**src/rtl/sync_fifo_ext.sv**
```systemverilog
// Single-clock FIFO with occupancy count, status flags and overflow/underflow pulses.
// Define FIFO_FWFT_EN for first-word-fall-through reads; default is registered reads.
module sync_fifo_ext #(
  parameter int unsigned FIFO_WIDTH = 8,
  parameter int unsigned FIFO_DEPTH = 32,
  parameter int unsigned AF_THRESH  = FIFO_DEPTH - 4,
  parameter int unsigned AE_THRESH  = 4
) (
  input  logic                          clk,
  input  logic                          rst,
  input  logic                          wr_en,
  input  logic                          rd_en,
  input  logic [FIFO_WIDTH-1:0]         data_in,
  output logic [FIFO_WIDTH-1:0]         data_out,
  output logic                          empty,
  output logic                          full,
  output logic                          almost_full,
  output logic                          almost_empty,
  output logic [$clog2(FIFO_DEPTH):0]   count,
  output logic [$clog2(FIFO_DEPTH)-1:0] wrptr,
  output logic [$clog2(FIFO_DEPTH)-1:0] rdptr,
  output logic                          overflow,
  output logic                          underflow
);

  localparam int unsigned AW = $clog2(FIFO_DEPTH);
  localparam int unsigned CW = AW + 1;

  logic [FIFO_WIDTH-1:0] mem [FIFO_DEPTH];

  logic [AW-1:0] wrPtrQ, rdPtrQ;
  logic [CW-1:0] countQ, countD;
  logic          overflowQ, underflowQ;
  logic          wrAccept, rdAccept;

  assign empty        = (countQ == '0);
  assign full         = (countQ == CW'(FIFO_DEPTH));
  assign almost_full  = (countQ >= CW'(AF_THRESH));
  assign almost_empty = (countQ <= CW'(AE_THRESH));

  // A write into a full FIFO still lands when the same cycle frees a slot.
  assign rdAccept = rd_en && !empty;
  assign wrAccept = wr_en && (!full || rdAccept);

  always_comb begin
    countD = countQ;
    unique case ({wrAccept, rdAccept})
      2'b10:   countD = countQ + CW'(1);
      2'b01:   countD = countQ - CW'(1);
      default: countD = countQ;
    endcase
  end

  always_ff @(posedge clk) begin
    if (rst) begin
      wrPtrQ     <= '0;
      rdPtrQ     <= '0;
      countQ     <= '0;
      overflowQ  <= 1'b0;
      underflowQ <= 1'b0;
    end else begin
      if (wrAccept) wrPtrQ <= wrPtrQ + AW'(1);
      if (rdAccept) rdPtrQ <= rdPtrQ + AW'(1);
      countQ     <= countD;
      overflowQ  <= wr_en && !wrAccept;
      underflowQ <= rd_en && !rdAccept;
    end
  end

  // Storage is not reset; stale words are unreachable once the pointers clear.
  always_ff @(posedge clk) begin
    if (!rst && wrAccept) mem[wrPtrQ] <= data_in;
  end

`ifdef FIFO_FWFT_EN
  assign data_out = mem[rdPtrQ];
`else
  logic [FIFO_WIDTH-1:0] dataOutQ;

  always_ff @(posedge clk) begin
    if (rst) begin
      dataOutQ <= '0;
    end else if (rdAccept) begin
      dataOutQ <= mem[rdPtrQ];
    end
  end

  assign data_out = dataOutQ;
`endif

  assign count     = countQ;
  assign wrptr     = wrPtrQ;
  assign rdptr     = rdPtrQ;
  assign overflow  = overflowQ;
  assign underflow = underflowQ;

endmodule

```
**config.mk**
```make
export PLATFORM = sky130hd
export DESIGN_NAME = sync_fifo_ext
export DESIGN_NICKNAME = d
export VERILOG_FILES = /design/src/rtl/sync_fifo_ext.sv
export SDC_FILE = /design/constraint.sdc
export NUM_CORES = 1
export LEC_CHECK = 0
export ABC_CLOCK_PERIOD_IN_PS = 7150
export BUFFER_PORTS_ARGS = -buffer_cell sky130_fd_sc_hd__buf_2
export CAP_MARGIN = 20
export CORE_MARGIN = 3
export CORE_UTILIZATION = 45
export DETAILED_ROUTE_END_ITERATION = 10
export PLACE_DENSITY = 0.65
export SYNTH_ARGS = -nofsm -noshare
export SYNTH_HDL_FRONTEND = slang
export SYNTH_SLANG_ARGS = --single-unit
```
**constraint.sdc**
```tcl
create_clock -name clk -period 7.15 [get_ports clk]
set_clock_uncertainty 0.2 [all_clocks]
set_input_delay 0.3575 -clock clk [delete_from_list [all_inputs] [get_ports clk]]
set_output_delay 0.3575 -clock clk [all_outputs]
set_load 0.05 [all_outputs]
```
Word level (Yosys, flattened, before mapping)
Memories as Yosys holds them, arrays and structs flattened. A register that Yosys moved wholly into a read port is not among the register bits.
Cells that the tools add are included.
{ "classes": {"add_sub_neg": 4, "n_lt_le_gt_ge": 2, "eq_ne": 3, "mux": 3, "reduce_logical": 13} }
{ "op_table": {"columns": ["cell", "n"], "rows": [
  ["$pmux 6 s2", 1],
  ["$add 5x1->5 const B", 2],
  ["$add 6x1->6 const B", 1],
  ["$eq 6x6->1 const B", 1],
  ["$ge 6x5->1 const B", 1],
  ["$le 6x3->1 const B", 1],
  ["$logic_not 6->1", 1],
  ["$sub 6x1->6 const B", 1],
  ["$logic_and 1x1->1", 5],
  ["$logic_not 1->1", 5],
  ["$eq 2x1->1 const B", 1],
  ["$eq 2x2->1 const B", 1],
  ["$mux 1", 2],
  ["$reduce_bool 2->1", 1],
  ["$logic_or 1x1->1", 1]
]} }
{ "word_totals": {"register_bits": 18, "ramBits": 256, "in_bits": 12, "out_inout_bits": 30, "wordCells": 31, "mem_count": 1} }
{ "memory_table": {"columns": ["name", "depth", "word_bits", "read_ports", "rd_ports_with_merged_regs", "wr", "line_no", "source"], "rows": [
  ["mem", 32, 8, 1, 1, 1, "29", "logic [FIFO_WIDTH-1:0] mem [FIFO_DEPTH];"]
]} }

Depth between registers and ports, before layout
Gate-level depths: netlist of run 1.
{ "depth": {"word_depth": 8, "ltp_mapped": 11} }

Least setup slack after synthesis of run 1
OpenSTA, ideal clock, no wires.
{ "synth_path": {"path_type": "register -> register", "start": "reg countQ[3] (netlist: count[3])", "end": "reg dataOutQ[5] (netlist: data_out[5]), read port of mem", "setup_time_ns": 0.118, "arrival_ns": 3.011, "required_time_ns": 6.832, "slack_ns": 3.821, "path_stages_with_launch": 6, "path_buffers": 1, "path_cell_list": "dfxtp_1 > or4_1 > buf_6 > nor3_1 > nor2_1 > a32o_1"} }
{ "synth_via": {"elab_chain_cells": 3} }
{ "synth_lines": {"columns": ["element", "line_no", "source"], "rows": [
  ["start, declared", "32", "logic [CW-1:0] countQ, countD;"],
  ["start signal, assigned", "64", "countQ <= countD;"],
  ["$logic_not 6->1", "36", "assign empty = (countQ == '0);"],
  ["net empty", "15", "output logic empty,"],
  ["$logic_not 1->1", "42", "assign rdAccept = rd_en && !empty;"],
  ["$logic_and 1x1->1", "42", null],
  ["end, declared", "78", "logic [FIFO_WIDTH-1:0] dataOutQ;"]
]} }
The timed path passes the listed nets, and every way through them passes these cells.
A chain may end at the register's enable or synchronous reset.

==> impl_metrics.yaml, run 1 <==
route:
  drtIter0Drc: 548
  drtAntennaViolNets: 0
  drc: 0
  wl_um: 25100
  via_per_inst: 5.99
  vias: 5932
  routedWlPerCell_um: 25.4
  dr.pass1.iters: 7
run:
  drv_cap: 0
finish:
  fin_cells: 991
  diodes: 0
  drive_above_1_share_pct: 21.3
  syn_to_final_growth_pct: 12.3
  fin_nets: 672
  final_area_um2: 12500
cts:
  clock_path_buffers: 3
  cts_root_buffer: "clkbuf_16"
  cts_tree: "done"
  clock_latency_ps: 540
  cts_buffers: 29
  htreeDepth: 1
  post-cts-setup-buffers: 0
  path_clk_slew_ps: 60
  hold_buffers: 3
  cts_resized: 0
  cts.sink_count: 282
outcome:
  status: "complete, no violations"
floorplan:
  die_area_um2: 26700
  fp.dieH_um: 163
  ios: 42
  start_util_pct: 46.7
  core_area_um2: 23900
  row_count: 56
  die_w_um: 163
power:
  leakage_uw: 0.00399
  sequentialPowerShare_pct: 45.7
  clock_power_share_pct: 31.6
  combPwrFrac_pct: 22.7
  p_sw_uw: 1310
  power_density_nw_per_um2: 346
  internal-power_uw: 3030
  swShare_pct: 30.1
  vdd_ir_drop_max_v: 0.000421
synthesis:
  synth_top_family_by_area: "multiplexers"
  yosysSeqAreaShare_pct: 73.6
  synth_xor_area_share_pct: 0.864
  synth.distinct_cells: 51
  yosys.area_share.simple_pct: 3.99
  syn_inst: 600
  ys.flop_type: "edfxtp_1"
  syn_nets: 622
  synth_area_um2: 11200
  ys_ff_latch: 282
  synthAdderAreaFrac_pct: 1.19
  synth_mux_area_share_pct: 13.1
  ys_warn_count: 0
  synth-compound-area-share_pct: 5.52
  synth_area_per_cell_um2: 18.6
  synth_edf_count: 256
  ys_async_sr_fraction_pct: 0
sta:
  fmax_mhz: 288
  rsz0062_at_grt: "false"
  tns_ps: 0
  hold_viol_final: 0
  drv_slew: 0
  finalSetupViolCount: 0
  worstMarginPinSlew_ps: 921
  maxSlewHeadroom_pct: 38.4
  fin_ws_ps: 3670
  period_share_pct: 48.6
  period_needed_ps: 3480
grt:
  overflow: 0
  grt_pass1_wl_um: 38100
  antenna_found_initial: 0
  grt_max_degree: 48
  track_usage_pct: 19.1
  grt_pass1_vias: 6174
setup_path:
  crit_buf_inv: 1
  crit_path_end_kind: "flop"
  crit_family: "flip-flops"
  critPathKind: "reg2reg"
  path_max_fanout: 47
  rr_endpoint: "data_out[5]"
  worstPathRequired_ps: 7390
  endpoint: "data_out[5]"
  timing.critical_path.cells: "buf_4 > mux4_2 > nor2b_1 > a2111oi_0 > a31oi_1 > a32o_1"
  r2r_setup_slack_ps: 3670
  startpoint: "rdptr[0]"
  slowest_stage: "dfxtp_4"
  ff2ff_path_depth: 6
  r2r-start: "rdptr[0]"
  slowest_delay_ps: 810
  cp.depth: 6
  crit_arrival_ps: 3720
  timing.critical_path.from_type: "flop"
place:
  io_buffers: 41
  place_ws_ps: 3590
  dp.cells: 935
  post_dp_cell_area_um2: 11600
  gp_congestion: 0.837
  place_hpwl_um: 15800
hold_path:
  min-delay-path-class: "in2reg"
-- logic make-up (layout without fill, tap and decap cells) --
kind of cell | count (synthesis) | in the layout
buffers and inverters | 37 | 109
and+or+nand+nor | 95 | 95
xor gates and xnor gates | 11 | 11
muxes | 85 | 85
DFF | 282 | 282
AOI/OAI and AO/OA | 80 | 80
adders and majority gates | 10 | 10
-- layer usage --
layer,vias to the layer above,wire (um),share of wire (%),GRT usage [%]
met2,251,12400,49,31.7
met3,44,1810,7.2,4.21
met4,0,859,3.4,6.54
met5,-,0,0,0
met1,3106,10100,40,25.1
li1,2531,-,-,-
-- area by class of cell --
type / instances / area, um^2
Sequential cell: 282 / 8210
Clock buffer: 40 / 767
Multi-Input combinational cell: 281 / 2760
Tap cell: 319 / 399
Inverter: 6 / 22.5
Clock inverter: 13 / 91.3
Fill cell: 1869 / 11400
Timing Repair Buffer: 50 / 280
-- cells in the final DEF, fill, tap and decap left out, types with 5 or more instances in the layout --
cell	n
dfxtp_1	24
clkbuf_16	29
mux4_2	49
xor2_1	5
clkinv_2	6
ha_1	9
nand2_1	12
a22o_1	14
buf_2	41
a22oi_1	8
buf_4	6
edfxtp_1	256
a21oi_1	20
clkbuf_1	11
xnor2_1	6
o22ai_1	7
nor2_1	52
inv_1	6
mux2i_1	35
nor2b_1	5
o221ai_1	8
-- power groups by stage --
stage / logic [uW] / clock network [uW] / registers [uW]
2_1_floorplan: 720 / 0 / 2060
3_3_place_gp: 968 / 0 / 2010
3_5_place_dp: 989 / 0 / 2020
4_1_cts: 993 / 1390 / 1980
5_1_grt: 1050 / 1460 / 2000
6_report: 985 / 1370 / 1980
-- per-stage QoR --
step                hold WS [ps]  power, uW  utilization, %
global route                 181       4500            52.4
floorplan                    256       2780               -
finish                       166       4340            52.4
detailed placement           341       3010            48.7
global placement             317       2980            48.7
CTS                          167       4370            52.4
-- synth_stat cells (7+ instances only) --
| cell | n | area share (%) |
|---|---|---|
| a21oi_1 | 20 | 0.90 |
| a22o_1 | 14 | 1.1 |
| a22oi_1 | 8 | 0.54 |
| clkbuf_1 | 17 | 0.57 |
| dfxtp_1 | 26 | 4.7 |
| edfxtp_1 | 256 | 69 |
| ha_1 | 9 | 1.0 |
| mux2i_1 | 35 | 3.1 |
| mux4_2 | 49 | 9.9 |
| nand2_1 | 12 | 0.40 |
| nor2_1 | 52 | 1.7 |
| o221ai_1 | 8 | 0.63 |
| o22ai_1 | 7 | 0.39 |
-- worst min path at each step --
stage	start	slack, ps	depth (start not counted)	end
2_1_floorplan	data_in[0]	260	0	mem[0][0]
3_3_place_gp	data_out[7]	320	1	data_out[7]
3_5_place_dp	wrptr[1]	340	2	wrptr[1]
4_1_cts	data_in[5]	170	1	mem[13][5]
5_1_grt	data_in[7]	180	1	mem[9][7]
6_report	data_in[7]	170	1	mem[9][7]
-- state kept, by name (all words and copies together) (netlist names) --
| name | cells |
|---|---|
| mem | 256 |
| wrptr | 5 |
| data_out | 8 |
| rdptr | 5 |
| count | 6 |
| underflow | 1 |
| overflow | 1 |
No activity file was read; power rests on OpenSTA's default activity.
==> run 2, diff against run 1 <==
ABC_AREA = 1   (was default)
ABC_CLOCK_PERIOD_IN_PS = 3400   (was 7150)
clock period = 3.4 ns   (was 7.15 ns; I/O delays follow)
==> run 2 against run 1 <==
- final cell count grew 58%
- sequential share of layout area down 5.3 points
- setup slack worse by 3100 ps
- critical path type unchanged
==> impl_metrics.yaml, run 2 <==
outcome:
  status: "complete, no violations"
sta:
  hold_slack_ps: 89.0
  maxSlewHeadroom_pct: 41.5
  period_share_pct: 82.7
  fin_ws_ps: 588
  period_needed_ps: 2810
  rsz0062_at_grt: "false"
  drv_slew: 0
  hold_viol_final: 0
  worstMarginPinSlew_ps: 878
  fmax_mhz: 356
  tns_ps: 0
  finalSetupViolCount: 0
power:
  p_sw_uw: 2540
  leakage_uw: 0.00544
  sequentialPowerShare_pct: 44.3
  power_uw: 8810
  internal-power_uw: 6270
  swShare_pct: 28.8
  power_density_nw_per_um2: 647
  vdd_ir_drop_max_v: 0.000518
  clock_power_share_pct: 37.4
  combPwrFrac_pct: 18.4
setup_path:
  slowest_delay_ps: 690
  worstPathRequired_ps: 3370
  path_max_fanout: 10
  critPathKind: "reg2reg"
  r2r-start: "count[0]"
  timing.critical_path.cells: "nor2_1 > nand3_1 > nand3b_4 > nand2_2 > nor2_4 > nand2_1 > nor2_1"
  slowest_stage: "nor2_1"
  timing.critical_path.from_type: "flop"
  r2r_setup_slack_ps: 590
  startpoint: "count[0]"
  crit_path_end_kind: "flop"
  crit_path_frequent_cell: "nor2_1"
  crit_buf_inv: 0
  crit_arrival_ps: 2780
  crit_family: "simple AND/OR/NAND/NOR gates"
synthesis:
  ys_async_sr_fraction_pct: 0
  synth.distinct_cells: 28
  synth_top_cell_by_area: "edfxtp_1"
  syn_nets: 1200
  ys_ff_latch: 282
  synth.cells.most_frequent: "nand2_1 (362), edfxtp_1 (256), nand3_1 (167), inv_1 (124), nor2_1 (90)"
  synth_top_area_share_pct: 63.5
  ys.flop_type: "edfxtp_1"
  yosys-top-cells-area: "edfxtp_1 (63%), nand2_1 (11%), nand3_1 (6.9%)"
  syn_inst: 1178
  yosysMostFrequentCell: "nand2_1"
  yosysSeqAreaShare_pct: 67.8
  synth_edf_count: 256
  synth_area_um2: 12100
  ys_warn_count: 0
  synth_area_per_cell_um2: 10.3
grt:
  grt_max_degree: 140
  overflow: 0
  busiest_layer: "met2"
  track_usage_pct: 20.3
  gr-usage-met1_pct: 28.9
  grt_use_met2_pct: 33.9
  grt_pass1_vias: 7838
  antenna_found_initial: 0
  grt_util_met3_pct: 2.51
  grt_pass1_wl_um: 45100
place:
  gp_congestion: 0.835
  io_buffers: 41
  place_hpwl_um: 17700
  place_ws_ps: 615
  dp.cells: 1510
route:
  drc: 0
  vias: 8208
  via_per_inst: 5.23
  routedWlPerCell_um: 18.7
  dr.pass1.iters: 6
  drtAntennaViolNets: 0
  wl_um: 29400
  drtIter0Drc: 921
cts:
  cts.sink_count: 282
  path_clk_slew_ps: 70
  cts_root_buffer: "clkbuf_16"
  clock_latency_ps: 540
  cts_tree: "done"
  cts_buffers: 29
  clock_path_buffers: 3
  htreeDepth: 1
floorplan:
  core_area_um2: 26300
  ios: 42
  fp.dieH_um: 170
  die_w_um: 170
  row_count: 59
  die_area_um2: 28900
  start_util_pct: 46.1
finish:
  final_cell_mix: "nand2_1 (362), edfxtp_1 (256), nand3_1 (167)"
  final_common_cell: "nand2_1"
  syn_to_final_growth_pct: 12.5
  drive_above_1_share_pct: 9.00
  largest_reg_flops: 256
  nFillCells: 2314
  fin_nets: 1233
  fin_cells: 1570
  largest-register: "mem"
hold_path:
  min-delay-start: "data_in[3]"
  min-delay-path-class: "in2reg"
run:
  drv_cap: 0
-- run 2: final timing paths --
kind,to,cells past startpoint
max,mem[22][1],7
min,mem[7][3],1
max reg2reg,mem[22][1],7
min reg2reg,data_out[4],2
-- run 2: kinds of logic (layout without fill, tap and decap cells) --
family / after synthesis / after routing / synth area share (%)
other: 0 / 1 / 0
AO/OA/AOI/OAI: 63 / 63 / 2.62
flip-flops: 282 / 282 / 67.8
AND/OR/NAND/NOR: 638 / 638 / 22.1
buffers and inverters: 182 / 238 / 6.22
XOR/XNOR: 3 / 3 / 0.217
adder cells (fa/ha/maj): 10 / 10 / 1.10
-- run 2: metrics by stage --
| stage | cell area [um^2] | util [%] |
|---|---|---|
| after floorplan | 12100 | - |
| after global placement | 12600 | 47.8 |
| after detailed placement | 12600 | 47.8 |
| after CTS | 13600 | 51.8 |
| after global routing | 13600 | 51.8 |
| final | 13600 | 51.8 |
-- run 2: power groups by stage --
stage	sequential (uW)	combinational [uW]	clock (uW)
2_1_floorplan	4140	1000	0
5_1_grt	3910	1780	3460
6_report	3900	1620	3290
3_3_place_gp	3970	1590	0
4_1_cts	3900	1610	3320
3_5_place_dp	3970	1600	0
-- run 2: repair_timing --
action,4_1_cts,5_1_grt
hold endpoints to repair,17,0
gates resized for setup,0,0
setup endpoints to repair,0,0
hold buffers,5,0
buffers inserted,0,0
-- run 2: layout make-up --
type | instances | area, um^2 | area share, %
inverters | 128 | 482 | 3.54
flip-flops and latches | 282 | 8210 | 60.3
clock buffers | 37 | 786 | 5.77
repair buffers | 56 | 355 | 2.61
multi-input cells | 714 | 3150 | 23.1
well taps | 335 | 419 | 3.08
diodes | 1 | 2.50 | 0.0184
clock inverters | 17 | 218 | 1.60
-- run 2: layer usage --
metal  vias to the layer above  wire, um
li1                       3976         -
met1                      3885     13100
met2                       305     14000
met3                        42      1890
met4                         0       454
met5                         -         0
